### config.mk
export PLATFORM = sky130hd
export DESIGN_NAME = microwave_timekeeper
export DESIGN_NICKNAME = d
export VERILOG_FILES = /design/src/rtl/microwave_timekeeper_pkg.sv /design/src/rtl/microwave_timekeeper_bcd_digit_counter.sv /design/src/rtl/microwave_timekeeper.sv
export SDC_FILE = /design/constraint.sdc
export NUM_CORES = 1
export LEC_CHECK = 0
export ABC_AREA = 1
export CAP_MARGIN = 0
export CORE_MARGIN = 2
export CORE_UTILIZATION = 47
export DETAILED_ROUTE_END_ITERATION = 16
export PLACE_DENSITY_LB_ADDON = 0.05
export SLEW_MARGIN = 10
export SYNTH_ARGS = -nofsm -noshare
export SYNTH_HDL_FRONTEND = slang
export SYNTH_SLANG_ARGS = --single-unit
export TNS_END_PERCENT = 30
### constraint.sdc
create_clock -name clk -period 1.8 [get_ports clk]
set_input_delay 0.36 -clock clk [delete_from_list [all_inputs] [get_ports clk]]
set_output_delay 0.36 -clock clk [all_outputs]
set_load 0.01 [all_outputs]
### src/rtl/microwave_timekeeper_pkg.sv
// Shared types and constants for the microwave time-of-day / cook-timer controller.
package microwave_pkg;

  typedef enum logic [2:0] {
    ST_CLOCK = 3'd0,
    ST_SET   = 3'd1,
    ST_ENTRY = 3'd2,
    ST_RUN   = 3'd3,
    ST_PAUSE = 3'd4,
    ST_DONE  = 3'd5
  } state_t;

  typedef logic [3:0] bcd_t;

  localparam int   SEC_MAX  = 59;
  localparam int   MIN_MAX  = 59;
  localparam bcd_t BCD_NINE = 4'd9;

  // Tens-digit limits used by the per-digit counters and entry validation.
  localparam bcd_t SEC_TENS_MAX = bcd_t'(SEC_MAX / 10);
  localparam bcd_t MIN_TENS_MAX = bcd_t'(MIN_MAX / 10);

endpackage

### src/rtl/microwave_timekeeper_bcd_digit_counter.sv
// One BCD digit with wrap at MAXV; carry/borrow flag the wrap of an inc/dec.
module bcd_digit_counter import microwave_pkg::*; #(
  parameter bcd_t MAXV = BCD_NINE
) (
  input  logic clk,
  input  logic rst_n,
  input  logic inc,
  input  logic dec,
  input  logic load,
  input  bcd_t load_val,
  output bcd_t q,
  output bcd_t nxt,
  output logic carry,
  output logic borrow
);

  assign carry  = inc && (q == MAXV);
  assign borrow = dec && (q == 4'd0);

  // nxt is exported so the parent can register outputs in the same cycle.
  always_comb begin
    nxt = q;
    if (load)     nxt = load_val;
    else if (inc) nxt = carry  ? 4'd0 : q + 4'd1;
    else if (dec) nxt = borrow ? MAXV : q - 4'd1;
  end

  always_ff @(posedge clk or negedge rst_n) begin
    if (!rst_n) q <= 4'd0;
    else        q <= nxt;
  end

endmodule

### src/rtl/microwave_timekeeper.sv
// Microwave front panel: BCD time of day with keypad set, MM:SS cook countdown,
// four registered display digits with blink enables.
module microwave_timekeeper import microwave_pkg::*; #(
  parameter int TICK_DIV  = 1000,
  parameter int BLINK_DIV = 250,
  parameter int MAX_HOUR  = 23
) (
  input  logic        clk,
  input  logic        rst_n,
  input  logic        key_valid,
  input  logic [3:0]  key_digit,
  input  logic        start,
  input  logic        cancel,
  input  logic        conf,
  output logic [15:0] disp,
  output logic [3:0]  disp_en,
  output logic [2:0]  state_o,
  output logic        running,
  output logic        done
);

  localparam int   TW     = (TICK_DIV > 1)  ? $clog2(TICK_DIV)  : 1;
  localparam int   BW     = (BLINK_DIV > 1) ? $clog2(BLINK_DIV) : 1;
  localparam bcd_t MAXH_T = bcd_t'(MAX_HOUR / 10);
  localparam bcd_t MAXH_U = bcd_t'(MAX_HOUR % 10);
  localparam bcd_t WRAP_U = (MAX_HOUR == 12) ? 4'd1 : 4'd0;

  // Strobes are single-cycle pulses with no back-pressure: each is acted on
  // in the cycle it is high, lower-priority strobes in that cycle are dropped.
  state_t      state, state_nxt;
  logic [15:0] entry_buf, buf_nxt;
  logic [TW-1:0] tick_cnt;
  logic [BW-1:0] blink_cnt;
  logic        blink_ph, blink_nxt, tick;
  logic        tod_inc, tod_load, hour_wrap, cd_load, run_dec;
  logic        key_ok, set_ok, entry_ok, cd_one, blink_st;
  logic [15:0] disp_nxt;

  bcd_t sec_u_q, sec_u_n, sec_t_q, sec_t_n, mn_u_q, mn_u_n, mn_t_q, mn_t_n;
  bcd_t hr_u_q, hr_u_n, hr_t_q, hr_t_n;
  bcd_t ss_u_q, ss_u_n, ss_t_q, ss_t_n, mm_u_q, mm_u_n, mm_t_q, mm_t_n;
  logic sec_u_c, sec_t_c, mn_u_c, mn_t_c, hr_u_c, hr_t_c;
  logic sec_u_b, sec_t_b, mn_u_b, mn_t_b, hr_u_b, hr_t_b;
  logic ss_u_c, ss_t_c, mm_u_c, mm_t_c, ss_u_b, ss_t_b, mm_u_b, mm_t_b;

  assign tick      = (tick_cnt == TW'(TICK_DIV - 1));
  assign blink_nxt = blink_ph ^ (blink_cnt == BW'(BLINK_DIV - 1));
  assign key_ok    = key_valid && (key_digit <= BCD_NINE);
  assign tod_inc   = tick && (state != ST_SET);
  assign hour_wrap = mn_t_c && (hr_t_q == MAXH_T) && (hr_u_q == MAXH_U);
  assign set_ok    = ((entry_buf[15:12] < MAXH_T) ||
                      ((entry_buf[15:12] == MAXH_T) && (entry_buf[11:8] <= MAXH_U))) &&
                     (entry_buf[7:4] <= MIN_TENS_MAX);
  assign entry_ok  = (entry_buf[7:4] <= SEC_TENS_MAX) && (entry_buf != 16'h0000);
  assign cd_one    = ({mm_t_q, mm_u_q, ss_t_q, ss_u_q} == 16'h0001);
  assign state_o   = state;

  // Time of day: seconds are kept in BCD too, so every digit is one counter.
  bcd_digit_counter #(.MAXV(BCD_NINE)) u_sec_u (
    .clk(clk), .rst_n(rst_n), .inc(tod_inc), .dec(1'b0), .load(tod_load), .load_val(4'd0),
    .q(sec_u_q), .nxt(sec_u_n), .carry(sec_u_c), .borrow(sec_u_b));
  bcd_digit_counter #(.MAXV(SEC_TENS_MAX)) u_sec_t (
    .clk(clk), .rst_n(rst_n), .inc(sec_u_c), .dec(1'b0), .load(tod_load), .load_val(4'd0),
    .q(sec_t_q), .nxt(sec_t_n), .carry(sec_t_c), .borrow(sec_t_b));
  bcd_digit_counter #(.MAXV(BCD_NINE)) u_mn_u (
    .clk(clk), .rst_n(rst_n), .inc(sec_t_c), .dec(1'b0), .load(tod_load),
    .load_val(entry_buf[3:0]),
    .q(mn_u_q), .nxt(mn_u_n), .carry(mn_u_c), .borrow(mn_u_b));
  bcd_digit_counter #(.MAXV(MIN_TENS_MAX)) u_mn_t (
    .clk(clk), .rst_n(rst_n), .inc(mn_u_c), .dec(1'b0), .load(tod_load),
    .load_val(entry_buf[7:4]),
    .q(mn_t_q), .nxt(mn_t_n), .carry(mn_t_c), .borrow(mn_t_b));
  // Hour wrap is a load that overrides the normal increment.
  bcd_digit_counter #(.MAXV(BCD_NINE)) u_hr_u (
    .clk(clk), .rst_n(rst_n), .inc(mn_t_c), .dec(1'b0), .load(tod_load || hour_wrap),
    .load_val(tod_load ? entry_buf[11:8] : WRAP_U),
    .q(hr_u_q), .nxt(hr_u_n), .carry(hr_u_c), .borrow(hr_u_b));
  bcd_digit_counter #(.MAXV(MAXH_T)) u_hr_t (
    .clk(clk), .rst_n(rst_n), .inc(hr_u_c), .dec(1'b0), .load(tod_load || hour_wrap),
    .load_val(tod_load ? entry_buf[15:12] : 4'd0),
    .q(hr_t_q), .nxt(hr_t_n), .carry(hr_t_c), .borrow(hr_t_b));

  // Cook countdown MM:SS, minutes tens allowed up to 9.
  bcd_digit_counter #(.MAXV(BCD_NINE)) u_ss_u (
    .clk(clk), .rst_n(rst_n), .inc(1'b0), .dec(run_dec), .load(cd_load),
    .load_val(entry_buf[3:0]),
    .q(ss_u_q), .nxt(ss_u_n), .carry(ss_u_c), .borrow(ss_u_b));
  bcd_digit_counter #(.MAXV(SEC_TENS_MAX)) u_ss_t (
    .clk(clk), .rst_n(rst_n), .inc(1'b0), .dec(ss_u_b), .load(cd_load),
    .load_val(entry_buf[7:4]),
    .q(ss_t_q), .nxt(ss_t_n), .carry(ss_t_c), .borrow(ss_t_b));
  bcd_digit_counter #(.MAXV(BCD_NINE)) u_mm_u (
    .clk(clk), .rst_n(rst_n), .inc(1'b0), .dec(ss_t_b), .load(cd_load),
    .load_val(entry_buf[11:8]),
    .q(mm_u_q), .nxt(mm_u_n), .carry(mm_u_c), .borrow(mm_u_b));
  bcd_digit_counter #(.MAXV(BCD_NINE)) u_mm_t (
    .clk(clk), .rst_n(rst_n), .inc(1'b0), .dec(mm_u_b), .load(cd_load),
    .load_val(entry_buf[15:12]),
    .q(mm_t_q), .nxt(mm_t_n), .carry(mm_t_c), .borrow(mm_t_b));

  logic unused_sink;
  assign unused_sink = ^{sec_u_q, sec_u_n, sec_t_q, sec_t_n, sec_u_b, sec_t_b, mn_u_b,
                         mn_t_b, hr_u_b, hr_t_b, hr_t_c, ss_u_c, ss_t_c, mm_u_c, mm_t_c,
                         mm_t_b};

  always_ff @(posedge clk or negedge rst_n) begin
    if (!rst_n) begin
      state     <= ST_CLOCK;
      entry_buf <= 16'h0000;
    end else begin
      state     <= state_nxt;
      entry_buf <= buf_nxt;
    end
  end

  always_comb begin
    state_nxt = state;
    buf_nxt   = entry_buf;
    tod_load  = 1'b0;
    cd_load   = 1'b0;
    run_dec   = 1'b0;
    case (state)
      ST_CLOCK: begin
        if (conf) begin
          state_nxt = ST_SET;
          buf_nxt   = {hr_t_q, hr_u_q, mn_t_q, mn_u_q};
        end else if (key_ok) begin
          state_nxt = ST_ENTRY;
          buf_nxt   = {12'h000, key_digit};
        end
      end
      ST_SET: begin
        if (cancel) begin
          state_nxt = ST_CLOCK;
        end else if (conf) begin
          state_nxt = ST_CLOCK;
          tod_load  = set_ok;
        end else if (key_ok) begin
          buf_nxt = {entry_buf[11:0], key_digit};
        end
      end
      ST_ENTRY: begin
        if (cancel) begin
          state_nxt = ST_CLOCK;
        end else if (start) begin
          if (entry_ok) begin
            state_nxt = ST_RUN;
            cd_load   = 1'b1;
          end
        end else if (key_ok) begin
          buf_nxt = {entry_buf[11:0], key_digit};
        end
      end
      ST_RUN: begin
        // A cancel in a tick cycle pauses without taking that second.
        if (cancel) begin
          state_nxt = ST_PAUSE;
        end else if (tick) begin
          run_dec = 1'b1;
          if (cd_one) state_nxt = ST_DONE;
        end
      end
      ST_PAUSE: begin
        if (cancel) begin
          state_nxt = ST_CLOCK;
          buf_nxt   = 16'h0000;
        end else if (start) begin
          state_nxt = ST_RUN;
        end
      end
      ST_DONE: begin
        if (cancel || start || key_ok) state_nxt = ST_CLOCK;
      end
      default: state_nxt = ST_CLOCK;
    endcase
  end

  always_comb begin
    disp_nxt = 16'h0000;
    case (state_nxt)
      ST_CLOCK:           disp_nxt = {hr_t_n, hr_u_n, mn_t_n, mn_u_n};
      ST_SET, ST_ENTRY:   disp_nxt = buf_nxt;
      ST_RUN, ST_PAUSE:   disp_nxt = {mm_t_n, mm_u_n, ss_t_n, ss_u_n};
      default:            disp_nxt = 16'h0000;
    endcase
  end

  assign blink_st = (state_nxt == ST_SET) || (state_nxt == ST_PAUSE) || (state_nxt == ST_DONE);

  always_ff @(posedge clk or negedge rst_n) begin
    if (!rst_n) begin
      tick_cnt  <= '0;
      blink_cnt <= '0;
      blink_ph  <= 1'b0;
      disp      <= 16'h0000;
      disp_en   <= 4'hF;
      running   <= 1'b0;
      done      <= 1'b0;
    end else begin
      tick_cnt  <= tick ? '0 : tick_cnt + 1'b1;
      blink_cnt <= (blink_cnt == BW'(BLINK_DIV - 1)) ? '0 : blink_cnt + 1'b1;
      blink_ph  <= blink_nxt;
      disp      <= disp_nxt;
      disp_en   <= blink_st ? {4{blink_nxt}} : 4'hF;
      running   <= (state_nxt == ST_RUN);
      done      <= (state_nxt == ST_DONE) && (state != ST_DONE);
    end
  end

endmodule
Yosys cells after proc, flatten, opt, wreduce, memory -nomap -nowiden --
Cells that the tools add are included. W data, S select, Z words.
Storage, ports and cells: register bits 100
Operators by class: reduce and logical (&&, ||, !) cells 35, equal/unequal tests 23, muxes and demuxes 69, bitwise logic cells 1, $add $sub $neg 12, magnitude comparators 4
Operators by type and width (count):
- $mux W4 | 33
- $mux W16 | 8
- $pmux W16 S4 | 1
- $pmux W16 S3 | 1
- $mux W3 | 13
- $add A4 B1 Y4 const B | 6
- $logic_and A1 B1 Y1 | 18
- $pmux W3 S6 | 1
- $eq A16 B1 Y1 const B | 1
- $logic_not A4 Y1 | 4
- $reduce_bool A16 Y1 | 1
- $sub A4 B1 Y4 const B | 4
- $eq A3 B2 Y1 const B | 4
- $eq A3 B3 Y1 const B | 4
- $eq A4 B2 Y1 const B | 3
- $eq A4 B4 Y1 const B | 3
- $add A10 B1 Y10 const B | 1
- $eq A10 B10 Y1 const B | 1
- $mux W1 | 10
- $mux W10 | 1
- $add A8 B1 Y8 const B | 1
- $eq A4 B3 Y1 const B | 2
- $eq A8 B8 Y1 const B | 1
- $mux W8 | 1
- 12 further kinds | 21

Logic depth before layout (Yosys ltp) --
word-level depth 12, mapped depth 16

Cells and area by module --
From an unflattened synthesis, not the netlist that was laid out.
Second synthesis, totals: cell total of the unflattened synthesis 1010, area, all modules 7450.9 um^2
Modules (own cells, without submodules):
- microwave_timekeeper | cells an instance 411, area each 3387.0 um^2, times used 1
- bcd_digit_counter (u_hr_u ...) | cells an instance 55, area each 387.9 um^2, times used 6
- bcd_digit_counter (u_mn_t ...) | cells an instance 68, area each 437.9 um^2, times used 3
- bcd_digit_counter (u_hr_t) | cells an instance 65, area each 422.9 um^2, times used 1

Worst setup path before layout --
No wires, ideal clock.
path type reg-to-reg, start register u_mm_u.q[0], end register disp[3], library setup time 0.124 ns, period minus slack after synthesis 1.876 ns, required time 1.676 ns, arrival time 1.752 ns, stages on the path, launching flop included 15, path buffers 1, setup slack -0.076 ns, cells stage by stage dfrtp_1 inv_1 ha_1 nand3_1 nor2_1 nand3_1 nand2_1 nand2_1 nand2_2 nand2_2 nand2_2 nand2_1 buf_6 nand2_1 nand3_1
On the way: cells in the longest elaborated chain, start to end 8, elaborated cells on any way between the ends 13
RTL lines:
- start, declared | RTL line microwave_timekeeper_bcd_digit_counter.sv:11 | output bcd_t q,
- start signal, assigned | RTL line microwave_timekeeper_bcd_digit_counter.sv:30 | else q <= nxt;
- $eq A16 B1 Y1 (*) | RTL line microwave_timekeeper.sv:55 | assign cd_one = ({mm_t_q, mm_u_q, ss_t_q, ss_u_q} == 16'h0001);
- $mux W3 (*) | RTL line microwave_timekeeper.sv:160 | if (cd_one) state_nxt = ST_DONE;
- $mux W3 (*) | RTL line microwave_timekeeper.sv:158 | end else if (tick) begin
- $mux W3 (*) | RTL line microwave_timekeeper.sv:156 | if (cancel) begin
- $pmux W3 S6 (*) | RTL line microwave_timekeeper.sv:122 | case (state)
- net state_nxt[1] | RTL line microwave_timekeeper.sv:30 | state_t state, state_nxt;
- $eq A3 B3 Y1 (tied with other cells) | RTL line microwave_timekeeper.sv:180 | case (state_nxt)
- $reduce_or A2 Y1 | RTL line microwave_timekeeper.sv:180
- $pmux W16 S3 (*) | RTL line microwave_timekeeper.sv:180
- net disp_nxt[3] | RTL line microwave_timekeeper.sv:37 | logic [15:0] disp_nxt;
- end signal, assigned | RTL line microwave_timekeeper.sv:203 | disp <= disp_nxt;
- end, declared | RTL line microwave_timekeeper.sv:15 | output logic [15:0] disp,
The timed path passes the listed nets; every way through them passes the cells marked *. A chain may end at the register's enable or synchronous reset.

Worst setup path in the final report --
start register u_sec_u.q[1], end register disp[7]
On the way: cells in the longest elaborated chain, start to end 9
RTL lines:
- start, declared | RTL line microwave_timekeeper_bcd_digit_counter.sv:11
- start signal, assigned | RTL line microwave_timekeeper_bcd_digit_counter.sv:30
- $eq A4 B4 Y1 (*) | RTL line microwave_timekeeper_bcd_digit_counter.sv:17 | assign carry = inc && (q == MAXV);
- $logic_and A1 B1 Y1 (*) (3 in series) | RTL line microwave_timekeeper_bcd_digit_counter.sv:17
- $logic_and A1 B1 Y1 | RTL line microwave_timekeeper_bcd_digit_counter.sv:17
- $mux W4 | RTL line microwave_timekeeper_bcd_digit_counter.sv:24 | else if (inc) nxt = carry ? 4'd0 : q + 4'd1;
- $mux W4 (*) | RTL line microwave_timekeeper_bcd_digit_counter.sv:24
- $mux W4 (*) | RTL line microwave_timekeeper_bcd_digit_counter.sv:23 | if (load) nxt = load_val;
- net mn_t_n[3] | RTL line microwave_timekeeper.sv:39 | bcd_t sec_u_q, sec_u_n, sec_t_q, sec_t_n, mn_u_q, mn_u_n, mn_t_q, mn_t_n;
- $pmux W16 S3 (*) | RTL line microwave_timekeeper.sv:180
- net disp_nxt[7] | RTL line microwave_timekeeper.sv:37
Marked as above.

==> flow_summary.ini <==
[die]
rows = 40
die_y_um = 115.9
die-width_um = 115.9
dieArea_mm2 = 0.01344
start_util_pct = 48.62
core_area_mm2 = 0.01211
pin_count = 35

[timing]
final_hold_viol_count = 0
fin_ws_ns = -0.2686
slew_violations = 0
grt_setup_unrepaired = yes
min_period_over_period_pct = 114.9
timing.hold.ws_ns = 0.4277
worst_slew_pin_slew_ns = 0.3374
fin_skew_ns = 0.01422
fin_crit_ns = 2.069
setup_violations = 45
fmax_mhz = 483.4
setup_tns_ns = -6.215
relSlewSlack_pct = 77.27

[drt]
first_pass_iters = 5
wl_mm = 19.88
wire_per_inst_um = 17.01
drtIter0Drc = 565
vias_per_cell = 5.346
vias = 6250
drtAntennaViolNets = 0
drc = 0

[synthesis]
yosysWarningCount = 0
synth_edf_count = 0
synth-async-reset-ratio_pct = 100.0
synth_top_cell_by_area = dfrtp_1
synth.distinct_cells = 51
synthTopCellsByArea = dfrtp_1 (41%), nand2_1 (12%), inv_1 (6.8%)
netlist_area_mm2 = 0.005888
syn_avg_cell_area_um2 = 7.647
synth_cells = 770
yosysSeqAreaShare_pct = 41.25
synth_top_area_share_pct = 40.80
synth_top_flop_cell = dfrtp_1
synthesis.nets = 803
ys_seq_elements = 97

[global_routing]
grt_use_met2_pct = 49.90
overflow = 0
grt_max_degree = 48
grt.busiest_layer = met2
antenna_found_initial = 0
gr-usage-met1_pct = 41.62
grt_pass1_wl_mm = 31.62
grt_use_total_pct = 30.73
met3_usage_pct = 3.923
grt_pass1_vias = 6141

[clock_tree]
cts_made_buffers = 9
cts_buffer_depth = 2
cts_tree = built
clkTransAtPathRegs_ns = 0.08
cts_max_level = 3
insertion_delay_ns = 0.38
cts_sinks = 97
root_buffer = clkbuf_16

[power_and_ir_drop]
p_sw_share_pct = 41.32
vdd_drop_max_uv = 631.7
power_density_mw_per_mm2 = 1107
clkPwrFrac_pct = 20.6
p_comb_share_pct = 48.9
p_int_mw = 5.647
p_sw_mw = 3.976
seqPwrFrac_pct = 30.5
p_leak_nw = 4.428

[worst_setup_path]
path_class = reg2reg
r2r-start = u_sec_u.q[1]
critPathArrivalTime_ns = 2.37
reg2reg_slack_ns = -0.27
startpoint = u_sec_u.q[1]
r2r_end = disp[7]
critPathLaunchType = register
crit_end = disp[7]
endpoint_kind = register
cp.required_ns = 2.11
reg2reg_depth = 13
cp_max_fo = 5

[cells_and_area]
num_antenna_cells = 0
area_growth_pct = 47.71
drive_above_1_share_pct = 36.26
seqCellArea_mm2 = 0.002432
n_fill_cell = 951
final_cells = 1169
multiInputGateArea_mm2 = 0.003430
stdcell_area_mm2 = 0.008697
final_net_count = 1029

[worst_hold_path]
hold_path_class = in2async

[outcome]
violations = setup timing
status = finished, violations left

[place]
port_buffers = 34
dpl_cell_area_mm2 = 0.007711
gp_congestion = 0.9565
dp_cells = 1130
dp_hpwl_mm = 14.49

[flow_run]
maxCapViolations = 0
per-layer routing:
layer,share of wire (%),routed length [um]
met1,45,8861
met5,0,0
met4,2.7,544
met3,4.9,970
met2,48,9507
final cells by class:
class	count	area share [%]
well taps	168	2.417
inverters	121	5.251
repair buffers	225	21.55
clock buffers	9	2.590
multi-input cells	542	39.43
flip-flops and latches	97	27.97
clock inverters	7	0.7913
logic make-up (layout without fill, tap and decap cells):
kind of cell	count (synthesis)	after routing	share of synthesized area, %
xor gates and xnor gates	13	13	1.934
AOI/OAI and AO/OA	109	109	11.07
adders and majority gates	23	23	4.887
buffers and inverters	132	362	9.095
DFF	97	97	41.25
and+or+nand+nor	396	397	31.77
repair_timing:
action / CTS / global route
setup buffers: 10 / 13
hold endpoints to repair: 19 / 0
hold buffers: 1 / 0
resized for setup: 81 / 57
cloned: 2 / 0
pin swaps: 33 / 30
endpoints found under the setup margin: 64 / 68
state kept, by name, indices dropped and copies added, names as in the netlist, 3 cells and up:
register   count
blink_cnt      8
disp          16
entry_buf     16
state_o        3
tick_cnt      10
u_hr_t.q       4
u_hr_u.q       4
u_mm_t.q       4
u_mm_u.q       4
u_mn_t.q       4
u_mn_u.q       4
u_sec_t.q      4
u_sec_u.q      4
u_ss_t.q       4
u_ss_u.q       4
per-stage QoR:
stage | utilization, % | worst slack, ns | total power [mW]
after floorplan | - | -0.05646 | 4.960
after global placement | 63.67 | -0.5822 | 7.045
final | 71.81 | -0.2686 | 9.623
after CTS | 69.68 | -0.2290 | 9.252
after global routing | 71.81 | -0.3576 | 10.16
after detailed placement | 63.67 | -0.6515 | 7.106
synth_stat cells, types with 6 or more instances:
cell type / n
nor2_4: 8
o21ai_0: 18
nand3_1: 62
nand2_1: 188
nand4_1: 18
inv_1: 107
a22oi_1: 6
a21oi_1: 33
inv_2: 13
nor2_1: 67
nand2_2: 13
o21ai_1: 20
ha_1: 23
dfrtp_1: 96
xor2_1: 11
nor3_1: 16
o22ai_1: 12
worst max-delay path: stages, from the launching register on:
cell and delay, ns:
dfrtp_1 0.40, inv_2 0.09, ha_4 0.14, nand2_4 0.05, nor2_4 0.13, nand4_4 0.13, buf_6 0.16, nor3_4 0.17
buf_12 0.16, nand2_4 0.05, xor2_2 0.14, nor2_2 0.15, nand2_1 0.13, nand3_1 0.10
power groups by stage:
stage	clock (mW)	sequential (mW)	combinational (mW)
2_1_floorplan	0	2.98	1.98
3_3_place_gp	0	2.94	4.11
3_5_place_dp	0	2.95	4.16
4_1_cts	1.98	2.92	4.35
5_1_grt	2.10	2.99	5.07
6_report	1.98	2.94	4.71
layout by cell type (no fill, tap or decap), drive strengths merged, types with 2 or more instances in the layout:
cell type,instances
nor4,2
o21ai,39
ha,23
o32ai,2
o221ai,3
o31ai,2
dlygate4sd2,7
clkinv,2
nand3b,2
o21a,2
nor3,18
inv,124
or2,2
a31oi,2
nand4,22
nand2,203
nand3,67
clkinvlp,2
o41ai,2
clkbuf,9
clkdlybuf4s50,25
a21oi,34
dfrtp,96
nor2,79
xnor2,2
xor2,11
a22oi,7
buf,191
o211ai,3
o22ai,12
how the worst min path moves through the flow:
| stage | startpoint | end | slack [ns] | depth (start not counted) |
|---|---|---|---|---|
| global route | rst_n | done | 0.48 | 2 |
| finish | rst_n | done | 0.43 | 2 |
| global placement | rst_n | tick_cnt[2] | 0.28 | 1 |
| floorplan | rst_n | blink_cnt[0] | 0.06 | 0 |
| detailed placement | rst_n | tick_cnt[0] | 0.28 | 1 |
| CTS | rst_n | done | 0.44 | 2 |
Note: power is estimated with default switching activity, not from simulation.
